==> src/rtl/m_memarb.sv <==
// m_memarb: two-requester arbiter sharing one single-port synchronous RAM; define ARB_STATS_EN to add grant/conflict counters
module m_memarb #(
    parameter int ADDR_W    = 12,
    parameter int DATA_W    = 32,
    parameter int PRIO_MODE = 0,
    parameter int MAX_WAIT  = 4
) (
    input  logic              w_clk,
    input  logic              w_rst,
    input  logic              w_req0,
    input  logic              w_we0,
    input  logic [ADDR_W-1:0] w_addr0,
    input  logic [DATA_W-1:0] w_din0,
    output logic              w_gnt0,
    output logic              r_vld0,
    output logic [DATA_W-1:0] w_dout0,
    input  logic              w_req1,
    input  logic              w_we1,
    input  logic [ADDR_W-1:0] w_addr1,
    input  logic [DATA_W-1:0] w_din1,
    output logic              w_gnt1,
    output logic              r_vld1,
    output logic [DATA_W-1:0] w_dout1,
    output logic [ADDR_W-1:0] w_maddr,
    output logic              w_mwe,
    output logic [DATA_W-1:0] w_mdin,
`ifdef ARB_STATS_EN
    output logic [31:0]       r_cnt_gnt0,
    output logic [31:0]       r_cnt_gnt1,
    output logic [31:0]       r_cnt_conf,
`endif
    input  logic [DATA_W-1:0] w_mdout
);

    localparam logic [3:0] WAIT_MAX = 4'(MAX_WAIT);

    logic       pick0, force1;
    logic       prio_d, prio_q;
    logic [3:0] wait_d, wait_q;
    logic       rd_d, rd_q;
    logic       sel_d, sel_q;

    // grant selection: port 0 wins when alone or when favoured by the active policy; nothing granted in reset
    always_comb begin
        force1 = wait_q == WAIT_MAX;
        pick0  = w_req0 & (~w_req1 | (PRIO_MODE == 0 ? ~prio_q : ~force1));
        w_gnt0 = ~w_rst & pick0;
        w_gnt1 = ~w_rst & w_req1 & ~pick0;
    end

    // RAM steering from the granted port, bus parked at zero when idle
    always_comb begin
        w_maddr = w_gnt0 ? w_addr0 : w_gnt1 ? w_addr1 : '0;
        w_mwe   = (w_gnt0 & w_we0) | (w_gnt1 & w_we1);
        w_mdin  = w_gnt0 ? w_din0 : w_gnt1 ? w_din1 : '0;
    end

    // next state: round-robin pointer, port-1 starvation counter, pending read and its owner
    always_comb begin
        prio_d = (w_gnt0 | w_gnt1) ? w_gnt0 : prio_q;
        wait_d = (PRIO_MODE == 0 || !w_req1 || w_gnt1) ? 4'd0 : force1 ? wait_q : wait_q + 4'd1;
        rd_d   = (w_gnt0 & ~w_we0) | (w_gnt1 & ~w_we1);
        sel_d  = rd_d ? w_gnt1 : sel_q;
    end

    // state registers
    always_ff @(posedge w_clk) begin
        if (w_rst) begin
            prio_q <= 1'b0;
            wait_q <= 4'd0;
            rd_q   <= 1'b0;
            sel_q  <= 1'b0;
        end else begin
            prio_q <= prio_d;
            wait_q <= wait_d;
            rd_q   <= rd_d;
            sel_q  <= sel_d;
        end
    end

    // a read granted just before reset is dropped, so the pulse is masked while reset is high
    assign r_vld0  = rd_q & ~sel_q & ~w_rst;
    assign r_vld1  = rd_q & sel_q & ~w_rst;
    assign w_dout0 = w_mdout;
    assign w_dout1 = w_mdout;

`ifdef ARB_STATS_EN
    // wrapping grant and conflict counters
    always_ff @(posedge w_clk) begin
        if (w_rst) begin
            r_cnt_gnt0 <= '0;
            r_cnt_gnt1 <= '0;
            r_cnt_conf <= '0;
        end else begin
            r_cnt_gnt0 <= r_cnt_gnt0 + 32'(w_gnt0);
            r_cnt_gnt1 <= r_cnt_gnt1 + 32'(w_gnt1);
            r_cnt_conf <= r_cnt_conf + 32'(w_req0 & w_req1);
        end
    end
`endif

endmodule
==> config.mk <==
export PLATFORM = sky130hd
export DESIGN_NAME = m_memarb
export DESIGN_NICKNAME = d
export VERILOG_FILES = /design/src/rtl/m_memarb.sv
export SDC_FILE = /design/constraint.sdc
export NUM_CORES = 1
export LEC_CHECK = 0
export CAP_MARGIN = 0
export CORE_AREA = 2 2 92 94
export DETAILED_ROUTE_END_ITERATION = 7
export DIE_AREA = 0 0 94 96
export GPL_TIMING_DRIVEN = 1
export PLACE_DENSITY_LB_ADDON = 0.15
export SYNTH_ARGS = -nofsm -noshare
export SYNTH_HDL_FRONTEND = slang
export SYNTH_SLANG_ARGS = --single-unit
==> constraint.sdc <==
create_clock -name w_clk -period 1.4 [get_ports w_clk]
set_input_delay 0.21 -clock w_clk [delete_from_list [all_inputs] [get_ports w_clk]]
set_output_delay 0.21 -clock w_clk [all_outputs]
set_load 0.01 [all_outputs]
Word-level counts from Yosys, hierarchy flattened --
Index checks and enable logic that the tools add are counted.
Operators by class: $add $sub $neg 0, $mul 0, divide/modulo/power cells 0, magnitude comparators 0, equality and inequality tests 0, shifts and indexed selects 0, mux-type cells 4, bitwise operators 23, reductions and logical operators 0
Operators with widths (number):
- two-way mux 32 bit | 2
- two-way mux 12 bit | 2
- AND 1 bit | 12
- inverter 1 bit | 7
- OR 1 bit | 4
Word-level totals: flip-flop bits (word level) 3, bits in latches 0, RAM bits 0, memory bits (read-only) 0, input port bits 126, output and inout port bits 113, logic and storage cells 30, memories kept 0

Logic depth before layout (Yosys ltp) --
depth in word-level cells 7, depth in mapped cells 5, depth with buffers taken out 3

Worst setup path before layout --
Ideal clock, no wire load.
path type reg2out, start point register prio_q, end point output port w_maddr[10], data arrival time 1086 ps, data required time 1190 ps, path slack 104 ps, cell stages (with the launch flop) 6, path buffers 2, path through dfxtp_1 -> a21oi_1 -> and2_1 -> buf_6 -> buf_2 -> a22o_1
On the way: longest elaborated chain between the ends 7, elaborated cells on any way between the ends 8, those cells by class mux (2); bitwise (6)
RTL lines:
- start: declaration | line 38 | logic prio_d, prio_q;
- start signal: assignment | line 74 | prio_q <= prio_d;
- inverter 1 bit (*) | line 46 | pick0 = w_req0 & (~w_req1 | (PRIO_MODE == 0 ? ~prio_q : ~force1));
- OR 1 bit (*) | line 46
- AND 1 bit (*) | line 46
- inverter 1 bit | line 48 | w_gnt1 = ~w_rst & w_req1 & ~pick0;
- AND 1 bit | line 48
- two-way mux 12 bit | line 53 | w_maddr = w_gnt0 ? w_addr0 : w_gnt1 ? w_addr1 : '0;
- two-way mux 12 bit (*) | line 53
- end: declaration | line 24 | output logic [ADDR_W-1:0] w_maddr,
Every way passes the cells marked *; elsewhere a longest branch is shown, timed or not.

Final worst setup path --
start point register prio_q, end point output port w_maddr[6]
The elaborated chain is that of the path after synthesis.

==> impl_results.md <==
- Yosys warnings: 0
- Post-synth ARST share: 0%
- Worst setup SP type: flop
- Design Area, Final: around 2200 µm²
- DR vias: ~1300
- Status: finished, violations left
- WS Path Type: reg2out
- Final Routed Wirelength: 4740 µm
- Dpl ws: -0.858 ns
- Later-pin clock latency in the skew report: 0.21 ns
- Core area: between 8000 and 9000 µm²
- Mean post-synth cell area: around 8.2 µm²
- Leading area contributor after synthesis: buf_4
- CTS buffer count: 3
- Area growth syn-to-layout: 97.4%
- Total track usage: under 10%
- Yosys top cell area share: a little over two fifths
- Post-synthesis register bit count: 3
- Buffers added on ports: 142
- Vias in the first global route: about 1300
- Clk sinks: 3
- Row Count: 33
- CP startpoint: prio_q
- Router iterations before antenna repair: 4
- Fin util: a little over a quarter
- Ranking of synthesized cells by area: buf_4 44%, a22o_1 36%, dfxtp_1 5.4%
- Seq/Total Area, Yosys: roughly 5.4%
- Hold buffers post-CTS: 0
- Die W: 94 µm
- Final hold violation count: 0
- ANT cells: 0
- RR Startpoint: prio_q
- PD cells: approximately 460 nW/µm²
- Starting Density: between 10% and 20%
- Crit Path Max Fanout: 9
- Mapped Nets: 262
- Final net count: 351
- Drt initial violations: 9
- Failing checks: setup timing
- LEAKAGE: between 1 and 1.5 nW
- CTS tree: built
- Placed inst area: roughly 2200 µm²
- Main flop type after synthesis: dfxtp_1
- Fin Hold WS: ~0.42 ns
- Largest net degree at the start of global routing: 30
- Die H: roughly 96 µm
- Max-slew violations: 0
- Peak VDD IR: 333 µV
- Fin crit share: 117%
- Reg clk slew, reported paths: around 0.030 ns
- WL/cell: about 14 µm
- RSZ-0062 raised after global routing: yes
- MaxCap Viol Count: 0
- DRT antenna net count: 0
- Max-Slew Margin vs Limit: roughly 78%
- Mapped Cells: ~140
- Hold depth: 0
- CP arrival: 1.42 ns
- Worst setup margin: -0.231 ns
- RePlAce Congestion: ~0.7
- R2r worst-path depth: 5
- Mapped cell area: around 1100 µm²
- CP Capture Type: output port
- Worst-Margin Slew: about 0.32 ns
- H-tree Lvls: 1
- CP required: about 1.2 ns
- GRT overflow: 0
- Post-DP HPWL: between 3000 and 4000 µm
- Fmax: about 610 MHz
- Period minus WS final: 1.63 ns
- Die area: approximately 9000 µm²
- Post-synth EDFFs: 0
- Worst clock skew: between 0.0015 and 0.002 ns
- I/O pins: 239
- Clock buffer depth: 2
- First-pass GRT wire length: 6600 µm
- Layout cells sized above 1: between 30% and 40%
- Unique masters post-synth: 15
- CTS root buffer: clkbuf_8
- CP Cell Sequence: nor2b_4, nor3b_4, buf_6, buf_12, a22o_1, buf_2
- Worst hold path class: in2out
- R2R Setup Slk: ~0.2 ns
- Initial antenna violation count: 0
- Slowest cell on crit path: dfxtp_4
- Vias per cell: between 3 and 4
- HP Start: w_mdout[10]
- Drt drc: 0
- Final setup viols: 47
- Max incr delay on CP: approximately 0.36 ns
- Final-layout fill cell count: between 800 and 900
[timing repair]
item                       4_1_cts  5_1_grt
setup endpoints to repair       49       47
setup buffers                    7        0
resized for setup              208        3
gates cloned                     4        0
pin swaps                        9       12
[final timing paths]
| kind | endpoint |
|---|---|
| worst max register to register | rd_q |
| worst max-delay path | w_maddr[6] |
| worst min register to register | prio_q |
| worst min-delay path | w_dout0[10] |
[cells in the mapped netlist, types with 2 or more instances]
master and count:
a22o_1 46, inv_1 2, buf_6 4, nor3b_1 2
buf_4 65, buf_2 5, a21oi_1 2, dfxtp_1 3
[registers in the layout, summed over array words and instances, names as in the netlist]
name / count
prio_q: 1
rd_q: 1
sel_q: 1
[logic make-up (layout without fill, tap and decap cells)]
family | Yosys count | count (layout) | share of synthesized area [%]
AO/OA/AOI/OAI | 50 | 50 | 38.7
AND/OR/NAND/NOR | 7 | 7 | 4.96
flip-flops | 3 | 3 | 5.41
buffers and inverters | 76 | 164 | 51.0
[routing by layer]
layer	routed length, µm	up-vias	track usage (%)	part of all wire [%]
met3	646	9	3.05	14
li1	-	610	-	-
met2	2330	95	17.0	49
met4	42	0	2.05	0.89
met1	1720	564	10.4	36
met5	0	-	0	0
[power by group]
part	switching, W	internal (W)	total (W)
Combinational	0.000220	0.000434	0.000654
Clock	0.0000554	0.000194	0.000249
Sequential	0.00000510	0.0000918	0.0000969
[area by class of cell]
cell class	instances	area (µm²)	area share, %
timing repair buffer	158	1440	65.8
tap	105	131	6.00
sequential	3	63.8	2.91
multi-input combinational	57	502	22.9
clock buffer	4	45.0	2.06
inverter	2	7.51	0.343
[worst max-delay path: cells and delay by family (launching register included)]
kind	cells	cell delay [ns]
buffers and inverters	3	0.41
DFF	1	0.36
and+or+nand+nor	2	0.30
AOI/OAI and AO/OA	1	0.14
[layout by cell type (no fill, tap or decap)]
cell type,count
dfxtp_4,1
and2_4,1
and3b_1,1
buf_12,6
nor3b_4,1
a21oi_2,1
a21oi_1,1
inv_1,2
nand2_1,1
buf_16,1
dlygate4sd2_1,5
clkbuf_8,3
nor3b_1,2
buf_4,5
dfxtp_1,2
nor2b_4,1
clkdlybuf4s50_1,90
o21a_1,1
clkbuf_1,1
a2111oi_0,1
buf_6,9
buf_2,42
a22o_1,46
[per-stage QoR]
step           std cells  power, W  TNS [ns]
2_1_floorplan        136  0.000489         0
3_3_place_gp         317  0.000791    -39.07
3_5_place_dp         317  0.000791    -39.20
4_1_cts              332   0.00104    -12.35
5_1_grt              329   0.00107    -13.46
6_report             329   0.00100     -9.12
Note: power is estimated with default switching activity, not from simulation.
